### config.mk
export PLATFORM = sky130hd
export DESIGN_NAME = reorder_buff_vlane
export DESIGN_NICKNAME = d
export VERILOG_FILES = /design/src/rtl/reorder_buff_vlane.sv
export SDC_FILE = /design/constraint.sdc
export NUM_CORES = 2
export LEC_CHECK = 0
export CAP_MARGIN = 20
export CORE_MARGIN = 2
export CORE_UTILIZATION = 45
export CTS_CLUSTER_SIZE = 30
export DETAILED_ROUTE_END_ITERATION = 16
export GPL_TIMING_DRIVEN = 0
export HOLD_SLACK_MARGIN = 0.06
export PLACE_DENSITY = 0.67
export SYNTH_ARGS = -nofsm -noshare
export SYNTH_HDL_FRONTEND = slang
export SYNTH_SLANG_ARGS = --single-unit
export TNS_END_PERCENT = 50
### constraint.sdc
create_clock -name clock -period 4.9 [get_ports clock]
set_clock_uncertainty 0.1 [all_clocks]
set_input_delay 0.98 -clock clock [delete_from_list [all_inputs] [get_ports clock]]
set_output_delay 0.98 -clock clock [all_outputs]
set_load 0.1 [all_outputs]
### src/rtl/reorder_buff_vlane.sv
// In-order reorder buffer for vector instructions: collects per-lane completion reports in any
// order and retires the oldest fully completed entry through a request/grant handshake.
module reorder_buff_vlane #(
  parameter int unsigned NUM_ENTRY   = 16,
  parameter int unsigned NUM_LANE    = 16,
  parameter int unsigned WIDTH_ISSUE = 8
) (
  input  logic                         clock,
  input  logic                         reset,
  input  logic                         I_Flush,
  input  logic                         I_Store,
  input  logic [WIDTH_ISSUE-1:0]       I_Issue_No,
  input  logic [NUM_LANE-1:0]          I_En_Lane,
  output logic                         O_Store_Ack,
  output logic [$clog2(NUM_ENTRY)-1:0] O_Store_Idx,
  input  logic                         I_Done,
  input  logic [$clog2(NUM_ENTRY)-1:0] I_Done_Idx,
  input  logic [NUM_LANE-1:0]          I_Done_Lane,
  output logic                         O_Commit_Req,
  output logic [WIDTH_ISSUE-1:0]       O_Commit_No,
  input  logic                         I_Commit_Grant,
  output logic                         O_Full,
  output logic                         O_Empty,
  output logic [$clog2(NUM_ENTRY):0]   O_Num,
  output logic                         O_Err
);

  localparam int unsigned IW = $clog2(NUM_ENTRY);
  localparam int unsigned CW = IW + 1;

  logic [NUM_ENTRY-1:0]   v_q, v_d;
  logic [WIDTH_ISSUE-1:0] issue_q [NUM_ENTRY];
  logic [WIDTH_ISSUE-1:0] issue_d [NUM_ENTRY];
  logic [NUM_LANE-1:0]    en_q    [NUM_ENTRY];
  logic [NUM_LANE-1:0]    en_d    [NUM_ENTRY];
  logic [NUM_LANE-1:0]    done_q  [NUM_ENTRY];
  logic [NUM_LANE-1:0]    done_d  [NUM_ENTRY];
  logic [IW-1:0]          head_q, head_d, tail_q, tail_d;
  logic [CW-1:0]          cnt_q, cnt_d;
  logic                   err_q, err_d;

  logic head_complete, store_ack, commit_req, retire;

  assign O_Full        = (cnt_q == CW'(NUM_ENTRY));
  assign O_Empty       = (cnt_q == '0);
  assign O_Num         = cnt_q;
  assign O_Err         = err_q;
  assign O_Store_Idx   = tail_q;
  assign O_Commit_No   = issue_q[head_q];
  assign head_complete = v_q[head_q] & ((done_q[head_q] & en_q[head_q]) == en_q[head_q]);
  // Flush suppresses both handshakes so the issuer never sees an ack for a dropped store.
  assign store_ack     = I_Store & ~O_Full & ~I_Flush;
  assign commit_req    = head_complete & ~I_Flush;
  assign retire        = commit_req & I_Commit_Grant;
  assign O_Store_Ack   = store_ack;
  assign O_Commit_Req  = commit_req;

  always_comb begin
    v_d    = v_q;
    issue_d = issue_q;
    en_d   = en_q;
    done_d = done_q;
    head_d = head_q;
    tail_d = tail_q;
    cnt_d  = cnt_q;
    err_d  = err_q;
    if (I_Flush) begin
      v_d    = '0;
      head_d = '0;
      tail_d = '0;
      cnt_d  = '0;
      err_d  = 1'b0;
      for (int i = 0; i < NUM_ENTRY; i++) begin
        issue_d[i] = '0;
        en_d[i]    = '0;
        done_d[i]  = '0;
      end
    end else begin
      if (I_Done) begin
        if (v_q[I_Done_Idx]) begin
          done_d[I_Done_Idx] = done_q[I_Done_Idx] | (I_Done_Lane & en_q[I_Done_Idx]);
        end
        if (!v_q[I_Done_Idx] || |(I_Done_Lane & ~en_q[I_Done_Idx])) begin
          err_d = 1'b1;
        end
      end
      // Retire is applied after the merge so a late report on the head cannot survive the clear.
      if (retire) begin
        v_d[head_q]    = 1'b0;
        done_d[head_q] = '0;
        head_d         = head_q + 1'b1;
      end
      if (store_ack) begin
        v_d[tail_q]     = 1'b1;
        issue_d[tail_q] = I_Issue_No;
        en_d[tail_q]    = I_En_Lane;
        done_d[tail_q]  = '0;
        tail_d          = tail_q + 1'b1;
      end
      if (store_ack && !retire) begin
        cnt_d = cnt_q + 1'b1;
      end else if (retire && !store_ack) begin
        cnt_d = cnt_q - 1'b1;
      end
    end
  end

  always_ff @(posedge clock or negedge reset) begin
    if (!reset) begin
      v_q    <= '0;
      head_q <= '0;
      tail_q <= '0;
      cnt_q  <= '0;
      err_q  <= 1'b0;
      for (int i = 0; i < NUM_ENTRY; i++) begin
        issue_q[i] <= '0;
        en_q[i]    <= '0;
        done_q[i]  <= '0;
      end
    end else begin
      v_q    <= v_d;
      head_q <= head_d;
      tail_q <= tail_d;
      cnt_q  <= cnt_d;
      err_q  <= err_d;
      for (int i = 0; i < NUM_ENTRY; i++) begin
        issue_q[i] <= issue_d[i];
        en_q[i]    <= en_d[i];
        done_q[i]  <= done_d[i];
      end
    end
  end

endmodule
==> metrics <==
status=finished, violations left; failing checks=negative setup slack; pin count of the biggest net entering global routing=120; most frequent cells in the layout=nand2_1, a21oi_1, dfrtp_1; DR pass1 iterations=8; Startpoint Class=flip-flop; Final nets=4065; Worst-Margin Slew=1280 ps; FMAX=between 150 and 200 MHz; post-layout util=0.524; CTS clk-pin slew, worst paths=60 ps; Slew headroom=0.144; Initial Utilization=0.455; r2r endpoint=O_Num[4]$_DFFE_PN0P_; Leak=16.0 nW; maximum vdd drop=between 0.2 and 0.3 mV; H-tree levels=3; Worst EP arrival=4000 ps; Die X=284 µm; initial DRC count=5193; All-Layer GR Usage=0.387; Hold Path Class=primary input to asynchronous set/reset pin; layout cells sized above 1=0.133; EDFF count, synth=0; post-route minimum period=just over 5000 ps; Final Total Pwr=13.6 mW; Syn Inst Count=approximately 3.8k; CTS Buffer Depth=3; Critical R2R Launch=head_q[2]$_DFFE_PN0P_; Site Rows=a little over 100; global-route wire length before repair=between 200000 and 250000 µm; routed wire length=157000 µm; Mapped Nets=between 3k and 4k; crit path max fanout=7; clk sinks=670; hpwl dp=118000 µm; Worst R2R Path Depth=16; GRT Residual Overflow=0; synthesized area per cell=9.24 µm²; Synth Cell Area=35400 µm²; Chip Height=around 280 µm; Worst Slack Setup Final=-184 ps; internal reg-to-reg setup slack=180 ps; pwr/cell area=334 nW/µm²; Tcrit/Tclk final=1.04; Vias/cell=between 6 and 7; CTS Hold Bufs=0; Fillers=about 7.1k; GPL Wtd Cong=1.03; Hold Violations, Final=0; synth unique cells=62; Via Count=32.8k; PortBufs=42; footprint of the multi-input gates=16800 µm²; Crit Path Class=flip-flop to primary output; Root Buffer=clkbuf_16; CP Capture Type=primary output; Slew Limit Fails=0; storage element area=16800 µm²; critical path data required time=roughly 3800 ps; Die ar.=between 80000 and 90000 µm²; ys async rst share=1.00; CTS tree=built; Clock Latency Late Sink=670 ps; Ys Warns=0; initial antenna violation count=10; Num CTS Buffers=77; commonest non-fill, non-tap cell in the layout=nand2_1; Boundary Pins=around 70; DRC=0; DRT antenna net count=0; Area growth syn-to-layout=15.1%; # setup viols final=2; Most used DFF post-synth=dfrtp_1; DR WL/cell=30.9 µm; dpl ws=-1420 ps; register area share after synthesis=0.474; max_cap viols=0; #FFs+latches synth=670; CORE AREA=77700 µm²; number of global-route vias before repair=around 31k
## through the flow
stage	area, µm²	setup TNS (ps)	cells	hold slack (ps)
2_1_floorplan	35400	0	3831	388
3_3_place_gp	37100	-	4913	406
3_5_place_dp	37500	-230070	4940	413
4_1_cts	40400	-53.0	5077	75.8
5_1_grt	40700	-56.8	5095	101
6_report	40700	-209	5098	76.6
## sequential cells by signal, summed over array words and instances, names as in the netlist
name         count
v_q             16
O_Err            1
head_q           4
en_q           256
O_Store_Idx      4
issue_q        128
O_Num            5
done_q         256
## layout make-up
type | count | share of cell area
clock inverters | 27 | 0.00836
plain buffers | 325 | 0.0391
well taps | 1040 | 0.0319
diodes | 3 | 0.000184
multi-input cells | 2654 | 0.412
flip-flops and latches | 670 | 0.412
inverters | 181 | 0.0167
clock buffers | 105 | 0.0539
repair buffers | 93 | 0.0261
## per-layer routing
metal | GRT usage | part of all wire | vias to the layer above
li1 | - | - | 13429
met1 | 0.518 | 0.38 | 16542
met2 | 0.562 | 0.43 | 2388
met3 | 0.125 | 0.13 | 463
met4 | 0.198 | 0.062 | 10
met5 | 0 | 0.00039 | -
## synth_stat cells, types with 20 or more instances
library cell,number,share of area
buf_1,51,0.0054
o22ai_1,37,0.0065
o21ai_0,28,0.0040
nand3_1,20,0.0028
nand2_1,832,0.088
inv_1,179,0.019
dfrtp_1,670,0.47
nor2b_1,30,0.0053
nor2_1,542,0.057
clkbuf_1,239,0.025
mux4_2,233,0.15
a21oi_1,688,0.097
o221ai_1,21,0.0052
## power breakdown
part / switching [mW] / internal (mW) / total, mW
Sequential: 0.110 / 5.62 / 5.73
Clock: 2.51 / 3.41 / 5.92
Combinational: 1.42 / 0.554 / 1.98
Total: 4.04 / 9.59 / 13.6
## cell families (layout without fill, tap and decap cells)
| kind of cell | count (synthesis) | count (layout) | share of synthesized area |
|---|---|---|---|
| compound gates | 868 | 868 | 0.138 |
| fa+ha+maj | 13 | 13 | 0.00481 |
| xor+xnor | 6 | 6 | 0.00148 |
| flops | 670 | 670 | 0.474 |
| mux | 246 | 246 | 0.152 |
| other cells | 0 | 3 | 0 |
| simple gates | 1521 | 1521 | 0.172 |
| buf+inv | 507 | 731 | 0.0577 |
## critical path: stages (launching register included)
cell and delay [ps]:
dfrtp_2 480, inv_2 120, nor2_1 960, a22oi_2 360
a32o_1 380, a311oi_4 430, buf_4 200, and3_4 230
buf_12 180
## worst max path at each step
stage	from	end	slack, ps
after floorplan	O_Num[2]$_DFFE_PN0P_	O_Num[4]$_DFFE_PN0P_	350
after global placement	reset	done_q[228]$_DFF_PN0_	-28510
after detailed placement	I_Done_Idx[1]	done_q[109]$_DFF_PN0_	-1420
after CTS	head_q[1]$_DFFE_PN0P_	O_Commit_Req	-40
after global routing	head_q[2]$_DFFE_PN0P_	O_Commit_Req	-60
final	head_q[2]$_DFFE_PN0P_	O_Commit_Req	-180
## timing repair
item                                    4_1_cts  5_1_grt
cloned                                        0        1
pin swaps                                     4        2
setup buffers                                 5       18
resized for setup                           147       42
endpoints found under the setup margin      272      125
Power figures use the tool's default switching activity.
